===== config.mk =====
export PLATFORM = sky130hd
export DESIGN_NAME = dct_block_ctrl
export DESIGN_NICKNAME = d
export VERILOG_FILES = /design/src/rtl/dct_block_ctrl.sv
export SDC_FILE = /design/constraint.sdc
export NUM_CORES = 1
export LEC_CHECK = 0
export CORE_UTILIZATION = 40
export DETAILED_ROUTE_END_ITERATION = 6
export PLACE_DENSITY = 0.82
export SLEW_MARGIN = 20
export SYNTH_ARGS = -nofsm -noshare
export SYNTH_HDL_FRONTEND = slang
export SYNTH_SLANG_ARGS = --single-unit

===== constraint.sdc =====
create_clock -name clk -period 2.3 [get_ports clk]
set_clock_uncertainty 0.15 [all_clocks]
set_input_delay 0.345 -clock clk [delete_from_list [all_inputs] [get_ports clk]]
set_output_delay 0.345 -clock clk [all_outputs]
set_load 0.01 [all_outputs]

===== src/rtl/dct_block_ctrl.sv =====
// Block controller for an 8-point DCT: collects eight EEG samples, runs the lanes
// for COMPUTE_CYCLES, then streams the eight coefficients out. Optional block counter under DCT_BLOCK_CTRL_BLKCNT_EN.
module dct_block_ctrl #(
  parameter int unsigned COMPUTE_CYCLES = 10
) (
  input  logic         clk,
  input  logic         rst_n,
  input  logic         en,
  input  logic         s_valid,
  output logic         s_ready,
  input  logic [7:0]   s_data,
  output logic         dct_en,
  output logic         dct_cs,
  output logic [63:0]  dct_x,
  input  logic [151:0] dct_z,
  output logic         m_valid,
  input  logic         m_ready,
  output logic [18:0]  m_data,
  output logic [2:0]   m_idx,
  output logic         busy
`ifdef DCT_BLOCK_CTRL_BLKCNT_EN
  ,
  output logic [15:0]  blk_cnt
`endif
);

  // Handshakes: a sample moves on s_valid && s_ready, a coefficient on m_valid && m_ready,
  // both sampled at the rising edge; valid/data never depend on the same-side ready.
  typedef enum logic [1:0] {
    FILL    = 2'd0,
    COMPUTE = 2'd1,
    DRAIN   = 2'd2
  } state_t;

  localparam logic [7:0] CYC_LAST = 8'(COMPUTE_CYCLES - 1);

  state_t      state_q, state_d;
  logic [2:0]  wr_cnt_q;
  logic [2:0]  rd_idx_q;
  logic [7:0]  cyc_cnt_q;
  logic [63:0] x_q;
  logic [18:0] hold_q [8];

  logic accept;
  logic cyc_last;
  logic out_hs;

  // s_ready is gated by rst_n so it reads low for the whole reset pulse.
  assign s_ready  = rst_n && en && (state_q == FILL);
  assign accept   = s_valid && s_ready;
  assign cyc_last = (state_q == COMPUTE) && (cyc_cnt_q == CYC_LAST);
  assign out_hs   = (state_q == DRAIN) && m_ready;

  assign dct_en  = (state_q == COMPUTE);
  assign dct_cs  = (state_q == COMPUTE);
  assign dct_x   = x_q;
  assign m_valid = (state_q == DRAIN);
  assign m_data  = (state_q == DRAIN) ? hold_q[rd_idx_q] : '0;
  assign m_idx   = (state_q == DRAIN) ? rd_idx_q : '0;
  assign busy    = (state_q == COMPUTE) || (state_q == DRAIN);

  always_comb begin
    state_d = state_q;
    case (state_q)
      FILL:    if (accept && (wr_cnt_q == 3'd7)) state_d = COMPUTE;
      COMPUTE: if (cyc_last) state_d = DRAIN;
      DRAIN:   if (out_hs && (rd_idx_q == 3'd7)) state_d = FILL;
      default: state_d = FILL;
    endcase
  end

  always_ff @(posedge clk or negedge rst_n) begin
    if (!rst_n) begin
      state_q   <= FILL;
      wr_cnt_q  <= '0;
      rd_idx_q  <= '0;
      cyc_cnt_q <= '0;
      x_q       <= '0;
      for (int k = 0; k < 8; k++) hold_q[k] <= '0;
    end else begin
      state_q <= state_d;
      // wr_cnt wraps 7->0 on the eighth accept, leaving it cleared for the next block.
      if (accept) begin
        wr_cnt_q             <= wr_cnt_q + 3'd1;
        x_q[wr_cnt_q*8 +: 8] <= s_data;
      end
      if (state_q == COMPUTE && !cyc_last) cyc_cnt_q <= cyc_cnt_q + 8'd1;
      else                                 cyc_cnt_q <= '0;
      if (cyc_last) begin
        for (int k = 0; k < 8; k++) hold_q[k] <= dct_z[19*k +: 19];
      end
      if (out_hs) rd_idx_q <= rd_idx_q + 3'd1;
    end
  end

`ifdef DCT_BLOCK_CTRL_BLKCNT_EN
  always_ff @(posedge clk or negedge rst_n) begin
    if (!rst_n)                            blk_cnt <= '0;
    else if (out_hs && rd_idx_q == 3'd7)   blk_cnt <= blk_cnt + 16'd1;
  end
`endif

endmodule


# Yosys cells after proc, flatten, opt, wreduce, memory -nomap -nowiden
# Index checks and enable logic that the tools add are counted.
[word_totals]
register_bits = 232
inputBits = 165
out_inout_bits = 91
elab_cells = 52
[op_classes]
n_addsub = 4
n_lt_le_gt_ge = 1
eq_ne = 8
shifts = 2
mux = 11
bitwise_logic = 1
n_reduce_logical = 12
[ops]
columns = ["cell", "count"]
rows = [
  ["64-bit bitwise mux", 1],
  ["8-bit by 34-bit variable shift with 64-bit output, first input constant", 1],
  ["8-bit by 34-bit variable part select with 64-bit output", 1],
  ["19-bit binary-select mux with 3-bit select", 1],
  ["19-bit two-way mux", 3],
  ["6-bit negation with 34-bit output", 1],
  ["8-bit by 1-bit adder with 8-bit output, second input constant", 1],
  ["8-bit by 4-bit equality test with 1-bit output, second input constant", 1],
  ["1-bit logical AND", 8],
  ["8-bit two-way mux", 1],
  ["3-bit by 1-bit adder with 3-bit output, second input constant", 2],
  ["3-bit equality test, second input constant", 2],
  ["2-bit two-way mux", 3],
  ["2-bit by 1-bit != test with 1-bit output, second input constant", 3],
  ["2-bit case mux with 3 select lines", 1],
  ["4-bit greater-or-equal comparator, second input constant", 1],
  ["3-bit NOT with 4-bit output", 1],
  ["3-bit two-way mux", 1],
  ["3-bit AND reduction", 1],
  ["2-bit by 1-bit equality test with 1-bit output, second input constant", 1],
  ["2-bit equality test, second input constant", 1],
  ["2-bit logical NOT", 1],
  ["1-bit logical NOT", 1],
  ["1-bit logical OR", 1],
]

# Longest topological paths before layout
[depth]
word_depth = 6
depth_mapped = 9
depth_no_buf = 6

# Worst setup path before layout
# No wires, ideal clock.
[synth_path]
path_kind = "register -> register"
from = "register wr_cnt_q[0]"
to = "register x_q[0] (netlist: dct_x[0])"
setup_ps = 125
t_arrival_ps = 2312
required_ps = 2025
slack_ps = -286
path_stages_with_launch = 9
path_buffers = 2
synth_period_minus_slack_ps = 2586
path_cell_list = "dfrtp_1 > clkbuf_1 > inv_1 > ha_1 > ha_1 > buf_2 > nor4b_1 > nand3_1 > mux2_2"
[synth_between]
elab_chain_cells = 3
word_cells_on_any_way = 4
cone_classes = "add/sub (1); shift (2); mux (1)"
[synth_lines]
columns = ["element", "line", "rtl"]
rows = [
  ["from (decl)", "38", "logic [2:0] wr_cnt_q;"],
  ["from (signal assigned)", "84", "wr_cnt_q <= wr_cnt_q + 3'd1;"],
  ["6-bit negation with 34-bit output *", "85", "x_q[wr_cnt_q*8 +: 8] <= s_data;"],
  ["8-bit by 34-bit variable part select with 64-bit output / 8-bit by 34-bit variable shift with 64-bit output (equally long branches)", "85", ""],
  ["64-bit bitwise mux *", "85", ""],
  ["to (signal, indexed assignment)", "85", ""],
  ["to (decl)", "41", "logic [63:0] x_q;"],
]
# Mark *: on every way between the ends. The rest lies on a longest branch, timed or not.
# A chain may end at the register's enable or synchronous reset.

# Worst setup path in the final report
[layout_path]
from = "register rd_idx_q[0]"
to = "output port m_data[1]"
[layout_between]
elab_chain_cells = 5
[layout_lines]
columns = ["element", "line", "rtl"]
rows = [
  ["from (decl)", "39", "logic [2:0] rd_idx_q;"],
  ["from (signal assigned)", "92", "if (out_hs) rd_idx_q <= rd_idx_q + 3'd1;"],
  ["3-bit NOT with 4-bit output (implied by the code)", "58", "assign m_data = (state_q == DRAIN) ? hold_q[rd_idx_q] : '0;"],
  ["19-bit binary-select mux with 3-bit select", "58", ""],
  ["19-bit two-way mux (implied by the code) (2 in series)", "58", ""],
  ["19-bit two-way mux", "58", ""],
  ["to (decl)", "18", "output logic [18:0] m_data,"],
]
# Every way passes these cells. The select of a mux whose other input is x is not followed.

==> reports/results.ini <==
[run_status]
outcome = finished, violations left
failing_checks = setup timing

[layout]
syn_to_final_growth_pct = 45.2
fin_nets = 1164
final_layout_size_suffix_gt1_share_pct = 31.8
layout.cells.most_common_list = dfrtp_1, clkdlybuf4s50_1, mux2_2, mux2_1, mux4_2
most_common_library_cell_in_the_layout_ignoring_fill_and_taps = dfrtp_1
fillerInstances = 1947
design_area_um2 = 15100

[setup_path]
worst_path_class_setup = register to output port
required_ps = 1800
critPathLaunchType = register
arrival_ps = 2190
setup.worst_path.end_class = output port
cp_slowest_cell = mux4_2
worst-path-max-fanout = 5
critical-path-top-cell-by-count = buf_12
crit_path_cell_trace = buf_6 -> buf_12 -> buf_12 -> mux4_2 -> a22o_1 -> buf_2
critPathMaxStageDelay_ps = 510

[global_routing]
grt.overflow.total = 0
grt_first_pass_wirelength_mm = 44.7
number_of_antenna_violations_at_the_first_check_in_global_routing = 3
grt.total_usage_pct = 22.5
grt_start_max_net_pins = 123
first_global_vias = 7608

[routing]
postRouteWirelength_mm = 29.8
route.vias.total = 7027
drt_drc_violations_left = 0
routed_via_density = 5.26
drtPass1Iterations = 4
drt_first_iter_violations = 430
antenna_violating_nets_post_route = 0
wl_per_cell_um = 22.3

[clocking]
cts_made_buffers = 26
cts.htree.levels = 1
ctsLongestPathBuffers = 3
ctsRootBufferMaster = clkbuf_16
clock_latency_ps = 520
cts_tree = yes
clkTransAtPathRegs_ps = 60
cts_num_sinks = 232

[yosys]
synth_compound_area_share_pct = 2.74
synth_top_cells_by_area = dfrtp_1, mux2_2, mux2_1, mux4_2, ha_1
synth_top_area_cell = dfrtp_1
synthMuxAreaShare_pct = 31.8
yosysUniqueCellTypes = 46
synth_seq_cells = 232
synth_top_family_by_area = multiplexers
syn_area_um2 = 10400
synth-warning-count = 0
synth_top_area_share_pct = 55.9
syn_area_per_cell_um2 = 15.4
synth_seq_area_share_pct = 55.9
synthXorXnorAreaFrac_pct = 0.422
synthSimpleGateAreaFrac_pct = 5.17
synthesized_instance_count = 674
synth-adder-area-share_pct = 1.81
synthesis.nets = 854

[floorplanning]
placement_rows = 58
die-width_um = 163
dieArea_um2 = 26600
start_util_pct = 41.0
ioPinCount = 256
die_height_um = 163
design.core.area_um2 = 25300

[pwr]
vdd.ir_drop.worst_uv = 699
p_leak_nw = 6.53
pwr_density_nw_per_um2 = 941

[placed_design]
final_weighted_congestion_in_routability_driven_placement = 0.861
count_of_input_and_output_buffers = 255
place.detailed.hpwl_mm = 21.0
area_after_dpl_um2 = 13800
detailedPlace.worstSlack_ps = -126

[sta]
setup_ws_ps = -381
final-setup-viol-count = 19
grt_setup_unrepaired = true
tightestPinTransition_ps = 637
setup-tns-final_ps = -5840
period_needed_ps = 2680
timing.final.crit_share_pct = 117
timing.fmax_mhz = 373
timing.final.max_slew_violations = 0
timing_hold_violations_final = 0
worst_slew_margin_rel_pct = 57.5

[min_path]
min-delay-path-class = input pin to asynchronous set/reset pin

[flow_run]
drv_cap = 0

==> repair_timing <==
action,in CTS,in global routing
hold endpoints to repair,18,0
pin swaps,19,6
setup buffers,21,2
setup endpoints to repair,27,48
gates resized for setup,116,13
hold buffers,1,0
cloned,5,0
==> where the power goes <==
part	internal, W	switching (W)
Combinational	0.00272	0.00195
Sequential	0.00455	0.000322
Clock	0.00294	0.00169
==> worst max-delay path: cells and delay by family (launching register included) <==
| kind | cells | cell delay (ps) |
|---|---|---|
| AOI/OAI and AO/OA | 1 | 270 |
| buffers and inverters | 4 | 500 |
| DFF | 1 | 390 |
| muxes | 1 | 510 |
==> cells in the mapped netlist (all sizes together) <==
cell,n
nand3,8
ha,15
nor2b,2
nand4bb,1
and4b,1
xnor2,3
or3,4
and4,1
mux2,210
mux4,38
a22oi,1
and4bb,1
nor3,2
and3b,1
clkbuf,10
and3,4
o21ai,6
dfrtp,232
o22a,1
o211ai,1
inv,15
nor3b,2
o311ai,1
and2,25
o31a,1
xor2,2
a22o,19
a21o,1
nand2,13
a21oi,3
nor2,6
a2111oi,1
mux2i,8
a21boi,2
buf,25
nor4b,5
nand4,3
==> state kept, by name, indices dropped and copies added, names as in the netlist <==
register   cells
cyc_cnt_q      8
state_q        2
wr_cnt_q       3
rd_idx_q       3
dct_x         64
hold_q       152
==> per-layer routing <==
metal,routed length (um),vias up,GRT usage (%)
met3,2400,67,6.40
met2,15200,276,39.8
met4,949,4,7.22
li1,-,3105,-
met1,11300,3575,26.0
met5,25,-,0
==> layout make-up <==
class                           count  area (um^2)  share of cell area, %
Tap cell                          330          413                   2.74
Multi-Input combinational cell    392         4450                   29.5
Antenna cell                        2         5.00                 0.0332
Timing Repair Buffer              317         3370                   22.4
Clock inverter                     15          231                   1.54
Clock buffer                       33          738                   4.90
Sequential cell                   232         5810                   38.5
Inverter                           15         56.3                  0.374
==> metrics by stage <==
stage	util (%)	hold slack, ps	std cells	total power (W)
2_1_floorplan	-	-101	674	0.00716
3_3_place_gp	54.4	21.9	1261	0.00879
3_5_place_dp	54.4	23.2	1261	0.00890
4_1_cts	59.3	63.6	1334	0.0142
5_1_grt	59.5	79.9	1335	0.0148
6_report	59.5	83.0	1336	0.0142
==> logic make-up (layout without fill, tap and decap cells) <==
logic type / count (synthesis) / in the layout
muxes: 256 / 256
DFF: 232 / 232
and+or+nand+nor: 79 / 79
buffers and inverters: 50 / 380
AOI/OAI and AO/OA: 37 / 37
adders and majority gates: 15 / 15
xor gates and xnor gates: 5 / 5
other: 0 / 2
==> worst paths after layout <==
path | depth (start not counted) | slack, ps | endpoint | startpoint
max reg2reg | 6 | 70 | dct_x[45] | state_q[1]
min reg2reg | 1 | 340 | hold_q[103] | hold_q[103]
max in group asynchronous | 4 | 760 | rd_idx_q[0] | rst_n
min in group clk | 2 | 270 | hold_q[126] | dct_z[31]
max | 6 | -380 | m_data[1] | rd_idx_q[0]
min | 2 | 80 | cyc_cnt_q[4] | rst_n
Power figures use the tool's default switching activity.
